### src/rtl/key_debounce_array.sv
// Per-channel two-flop synchronizer, debounce counter and press/release pulses for active-low keys.
// Define KEY_LONG_PRESS_EN to build the hold/auto-repeat logic (long_flag, repeat_flag); otherwise both stay 0.
module key_debounce_array #(
  parameter int unsigned NUM_KEYS        = 4,
  parameter int unsigned DEBOUNCE_CYCLES = 1_000_000,
  parameter int unsigned LONG_CYCLES     = 50_000_000,
  parameter int unsigned REPEAT_CYCLES   = 10_000_000
) (
  input  logic                clk,
  input  logic                rst,
  input  logic [NUM_KEYS-1:0] key_in,
  output logic [NUM_KEYS-1:0] key_state,
  output logic [NUM_KEYS-1:0] press_flag,
  output logic [NUM_KEYS-1:0] release_flag,
  output logic [NUM_KEYS-1:0] long_flag,
  output logic [NUM_KEYS-1:0] repeat_flag
);

  localparam int unsigned     DB_W    = $clog2(DEBOUNCE_CYCLES) + 1;
  localparam logic [DB_W-1:0] DB_LAST = DB_W'(DEBOUNCE_CYCLES - 1);

  logic [NUM_KEYS-1:0] sync1;
  logic [NUM_KEYS-1:0] s;
  logic [DB_W-1:0]     db_cnt [NUM_KEYS];
  logic [NUM_KEYS-1:0] accept;

  // A channel accepts its new level on the edge where the counter is already at its last value.
  always_comb begin
    accept = '0;
    for (int unsigned i = 0; i < NUM_KEYS; i++) begin
      accept[i] = (s[i] != key_state[i]) && (db_cnt[i] == DB_LAST);
    end
  end

  always_ff @(posedge clk) begin
    if (rst) begin
      sync1        <= '1;
      s            <= '1;
      key_state    <= '1;
      press_flag   <= '0;
      release_flag <= '0;
      for (int unsigned i = 0; i < NUM_KEYS; i++) begin
        db_cnt[i] <= '0;
      end
    end else begin
      sync1 <= key_in;
      s     <= sync1;
      for (int unsigned i = 0; i < NUM_KEYS; i++) begin
        press_flag[i]   <= 1'b0;
        release_flag[i] <= 1'b0;
        if (s[i] == key_state[i]) begin
          db_cnt[i] <= '0;
        end else if (accept[i]) begin
          key_state[i]    <= s[i];
          db_cnt[i]       <= '0;
          press_flag[i]   <= ~s[i];
          release_flag[i] <= s[i];
        end else begin
          db_cnt[i] <= db_cnt[i] + DB_W'(1);
        end
      end
    end
  end

`ifdef KEY_LONG_PRESS_EN
  localparam int unsigned       HOLD_W    = $clog2(LONG_CYCLES) + 1;
  localparam int unsigned       REP_W     = $clog2(REPEAT_CYCLES) + 1;
  localparam logic [HOLD_W-1:0] HOLD_LAST = HOLD_W'(LONG_CYCLES - 1);
  localparam logic [REP_W-1:0]  REP_LAST  = REP_W'(REPEAT_CYCLES - 1);

  typedef enum logic [1:0] {
    H_IDLE,
    H_LONG,
    H_REPEAT
  } hold_t;

  hold_t             phase    [NUM_KEYS];
  logic [HOLD_W-1:0] hold_cnt [NUM_KEYS];
  logic [REP_W-1:0]  rep_cnt  [NUM_KEYS];

  // Phase leaves H_IDLE only on an accepted press, so it is non-idle exactly while key_state is 0.
  // Release acceptance wins over the counters so no pulse can coincide with release_flag.
  always_ff @(posedge clk) begin
    if (rst) begin
      long_flag   <= '0;
      repeat_flag <= '0;
      for (int unsigned i = 0; i < NUM_KEYS; i++) begin
        phase[i]    <= H_IDLE;
        hold_cnt[i] <= '0;
        rep_cnt[i]  <= '0;
      end
    end else begin
      for (int unsigned i = 0; i < NUM_KEYS; i++) begin
        long_flag[i]   <= 1'b0;
        repeat_flag[i] <= 1'b0;
        if (accept[i] && s[i]) begin
          phase[i]    <= H_IDLE;
          hold_cnt[i] <= '0;
          rep_cnt[i]  <= '0;
        end else if (accept[i]) begin
          phase[i]    <= H_LONG;
          hold_cnt[i] <= '0;
          rep_cnt[i]  <= '0;
        end else begin
          case (phase[i])
            H_LONG: begin
              if (hold_cnt[i] == HOLD_LAST) begin
                long_flag[i] <= 1'b1;
                phase[i]     <= H_REPEAT;
                rep_cnt[i]   <= '0;
              end else begin
                hold_cnt[i] <= hold_cnt[i] + HOLD_W'(1);
              end
            end
            H_REPEAT: begin
              if (rep_cnt[i] == REP_LAST) begin
                repeat_flag[i] <= 1'b1;
                rep_cnt[i]     <= '0;
              end else begin
                rep_cnt[i] <= rep_cnt[i] + REP_W'(1);
              end
            end
            default: begin
              hold_cnt[i] <= '0;
              rep_cnt[i]  <= '0;
            end
          endcase
        end
      end
    end
  end
`else
  logic cfg_unused;
  assign cfg_unused  = (LONG_CYCLES > DEBOUNCE_CYCLES) && (REPEAT_CYCLES != 0);
  assign long_flag   = '0;
  assign repeat_flag = '0;
`endif

endmodule

### config.mk
export PLATFORM = sky130hd
export DESIGN_NAME = key_debounce_array
export DESIGN_NICKNAME = d
export VERILOG_FILES = /design/src/rtl/key_debounce_array.sv
export SDC_FILE = /design/constraint.sdc
export NUM_CORES = 1
export LEC_CHECK = 0
export ABC_AREA = 1
export ABC_CLOCK_PERIOD_IN_PS = 1900
export CELL_PAD_IN_SITES_DETAIL_PLACEMENT = 1
export CELL_PAD_IN_SITES_GLOBAL_PLACEMENT = 2
export CORE_MARGIN = 2
export CORE_UTILIZATION = 37
export DETAILED_ROUTE_END_ITERATION = 6
export PLACE_DENSITY_LB_ADDON = 0.2
export SETUP_SLACK_MARGIN = 0.02
export SYNTH_ARGS = -nofsm -noshare
export SYNTH_HDL_FRONTEND = slang
export SYNTH_SLANG_ARGS = --single-unit
export TNS_END_PERCENT = 50
### constraint.sdc
create_clock -name clk -period 1.9 [get_ports clk]
set_input_delay 0.38 -clock clk [delete_from_list [all_inputs] [get_ports clk]]
set_output_delay 0.38 -clock clk [all_outputs]
set_load 0.03 [all_outputs]
Yosys cells after proc, flatten, opt, wreduce, memory -nomap -nowiden

Memories as Yosys holds them, arrays and structs flattened.
Index checks and enable logic that the tools add are counted.

Word-level logic and storage cells: 125
Input port bits: 6
Bits in writable memories: 84
Memories kept: 1
Output and inout bits: 20
Register bits after elaboration: 20

Memories:

| name   | depth | bits a word | rd ports | clocked after memory_dff | write ports | RTL line | RTL |
|---|---|---|---|---|---|---|---|
| db_cnt | 4     | 21          | 4        | 0                        | 4           | 24       | `logic [DB_W-1:0] db_cnt [NUM_KEYS];` |

Equality and inequality tests: 12
Bitwise gates (word level): 24
Add/subtract/negate cells: 4
Reductions and logical operators: 12
Mux-type cells: 58

Operator list:

| cell                  | number |
|---|---|
| $mux 21               | 12 |
| $add 21x1->21 const B | 4 |
| $eq 21x20->1 const B  | 4 |
| $mux 1                | 46 |
| $not 1->1             | 12 |
| $or 1x1->1            | 12 |
| $reduce_or 3->1       | 4 |
| $reduce_and 2->1      | 4 |
| $eq 1x1->1            | 4 |
| $logic_and 1x1->1     | 4 |
| $ne 1x1->1            | 4 |

Logic depth before layout (Yosys ltp)

An unclocked memory read counts as a cell.

Depth in word-level cells: 9
Depth in mapped cells: 9
Depth with buffers taken out: 9

Worst setup path after synthesis

No wires, ideal clock.

Path kind: flip-flop to flip-flop
Start point: memory db_cnt[1][0] in the netlist's numbering
End point: memory db_cnt[1][16] in the netlist's numbering, data pin
Required time: 1.646 ns
Slack: 0.291 ns
Path buffers: 1
Period minus slack after synthesis: 1.609 ns
Stages on the path, launching flop included: 8
Setup time: 0.254 ns
Arrival time: 1.355 ns
Cell sequence: edfxtp_1 -> ha_1 -> nand3_4 -> nor3_2 -> nand3_1 -> nand2_2 -> buf_6 -> nor2_1

RTL lines:

| what        | RTL line |
|---|---|
| from (decl) | 24 |

Worst setup path after layout

Start point: register key_state[1]
End point: output port key_state[1]

RTL lines:

| what                              | RTL line | RTL |
|---|---|---|
| from (decl)                       | 12       | `output logic [NUM_KEYS-1:0] key_state,` |
| from (signal, indexed assignment) | 54       | `key_state[i] <= s[i];` |

No word-level cell between the ends.

==> results.tsv <==
metric	value	unit
highest_layer	met4	
max-cap-violations	0	
drt_first_pass_iters	4	
min_from	sync1[3]	
overflow	0	
cts_buffer_depth	2	
antenna_found_initial	0	
fmax	536	MHz
critPathBufInv	1	
finalSetupTns	0	ps
dieArea	17000	µm²
cts_tree	done	
rsz0062_at_grt	yes	
wl_met2	6600	µm
grt_pass1_wl	22900	µm
synth_warnings	0	
grt.total_usage	0.171	
power.density	680	nW/µm²
p_clk_frac	0.392	
finalWeightedCongestion	0.785	
cts_sinks	104	
ff2ff_setup_slack	150	ps
critPathSlowestCell	clkdlybuf4s50_1	
slew_viol_final	0	
min_to	s[3]	
yosys.area.top_type	edfxtp_1	
io-pin-count	26	
peakVddDrop	0.402	mV
internal_power	3.64	mW
min_path_cells	1	
cp-end-kind	output port	
fin_worst_skew	6.72	ps
viasPerCell	4.50	
dieWidth	130	µm
nFillCells	1988	
combPwrFrac	0.056	
wire_per_inst	12.7	µm
grt_pass1_vias	4893	
initial_utilization	0.375	
cp.arrival	1480	ps
vias	4757	
crit_path_max_incr_delay	710	ps
io_buffer_count	17	
hpwl	10500	µm
syn_area	5920	µm²
wl	13500	µm
start_kind	flop	
grt_max_degree	22	
cts-root-buf	clkbuf_16	
path_max_fanout	3	
synth_area_leaders	edfxtp_1 (43%), nand2_1 (11%), nor2_1 (11%)	
placed_cell_area	6700	µm²
switching_share	0.235	
dp_slack	-3.85	ps
area_delta_synth_final	18.4	%
syn_inst	722	
wl_met1	6410	µm
setup_ws	35.2	ps
drive_gt1_frac	0.0939	
drc	0	
n_antenna_cell	0	
ys_seq_area_frac	0.494	
wl_met3	216	µm
final_nets	846	
antenna_left	0	
cts.clk_slew.worst_paths	70	ps
die_y	130	µm
cp_data_required_time	1520	ps
reg2reg_to	db_cnt[2][4]	
path_class	reg -> out	
yosysTopAreaCellShare	0.426	
fin_crit	1860	ps
period_share	0.981	
path_cells	clkdlybuf4s50_1	
r2r_cells	7	
synth_cell_types	30	
syn_area_per_cell	8.20	µm²
cts_made_buffers	9	
hp-class	reg -> reg	
run_status	completed	
cpLargestDelayFamily	buffers and inverters	
drt_iter0_drc	204	
num_rows	46	
yosys_register_bits	104	
setup_viol_count_final	0	
cts_hold_buffers	0	
power_leakage	2.59	nW
switchingPower	1.12	mW
r2r-start	db_cnt[2][1]	
core_area	15800	µm²
clk_latency	360	ps
p_seq_frac	0.553	
hold_viol_final	0	
final_cell_area	7000	µm²
h-tree-depth	3	
## synthesized netlist by cell type (all sizes together)
library cell  instances
nand2               186
xnor2                22
o21ai                 5
a21oi                35
nor3                  6
conb                  2
xor2                 16
nand4                 8
nand3                56
dfxtp                20
or2                  19
buf                  16
inv                  61
and2                  1
edfxtp               84
nand3b                1
nor2                180
ha                    4
## state kept, by name, indices dropped and copies added (netlist names)
register and flops:
db_cnt 84, key_state 4, press_flag 4, release_flag 4, s 4, sync1 4
## metal layers
| metal | GRT usage | up-vias |
|---|---|---|
| met5 | 0 | - |
| met4 | 0.0713 | 0 |
| met3 | 0.0236 | 13 |
| met2 | 0.295 | 31 |
| met1 | 0.217 | 2266 |
| li1 | - | 2447 |
## how the worst max path moves through the flow
stage / startpoint / to / slack [ps] / depth (start not counted)
after floorplan: db_cnt[1][0] / db_cnt[1][16] / 290 / 7
after global placement: rst / db_cnt[2][19] / 80 / 7
after detailed placement: rst / db_cnt[1][14] / -4 / 7
after CTS: key_state[1] / key_state[1] / 20 / 1
after global routing: db_cnt[2][1] / db_cnt[2][4] / 5 / 7
final: key_state[1] / key_state[1] / 40 / 1
## placed cells by master (no fill, tap or decap), types with 16 or more instances in the layout
cell type,netlist,final
xnor2_1,22,22
edfxtp_1,84,84
xor2_1,16,16
conb_1,2,92
clkdlybuf4s50_1,0,16
nand3_1,48,48
nand2_1,180,180
inv_1,58,58
nor2_1,170,170
a21oi_1,24,24
dfxtp_1,20,20
## area by class of cell
| type | instances | area [µm²] | area share |
|---|---|---|---|
| clock buffer | 10 | 229 | 0.0327 |
| timing repair buffer | 29 | 322 | 0.0459 |
| multi-input combinational | 631 | 2980 | 0.425 |
| inverter | 61 | 229 | 0.0327 |
| clock inverter | 6 | 51.3 | 0.00733 |
| tap | 216 | 270 | 0.0386 |
| sequential | 104 | 2920 | 0.417 |
## timing repair
action,in CTS,in global routing
resized for setup,1,3
buffers inserted,0,2
setup endpoints to repair,1,46
pin swaps,0,0
## power groups by stage
stage          registers [mW]  logic [mW]  clock network, mW
2_1_floorplan            2.66       0.210                  0
3_3_place_gp             2.68       0.251                  0
3_5_place_dp             2.68       0.259                  0
4_1_cts                  2.63       0.261               1.93
5_1_grt                  2.65       0.310               1.99
6_report                 2.63       0.266               1.86
## cell families after synthesis
group	Yosys count	share of synthesized area
buffers and inverters	77	0.0615
other	2	0.00127
DFF	104	0.494
adders and majority gates	4	0.00846
and+or+nand+nor	457	0.338
xor gates and xnor gates	38	0.0562
AOI/OAI and AO/OA	40	0.0408
## stage by stage
step	utilization	hold WS (ps)	total power [mW]	cells
3_3_place_gp	0.425	398	2.93	1039
4_1_cts	0.442	425	4.82	1055
6_report	0.444	421	4.76	1057
3_5_place_dp	0.425	402	2.94	1039
5_1_grt	0.444	435	4.95	1057
2_1_floorplan	-	389	2.87	812
(Power assumes the default switching activity.)
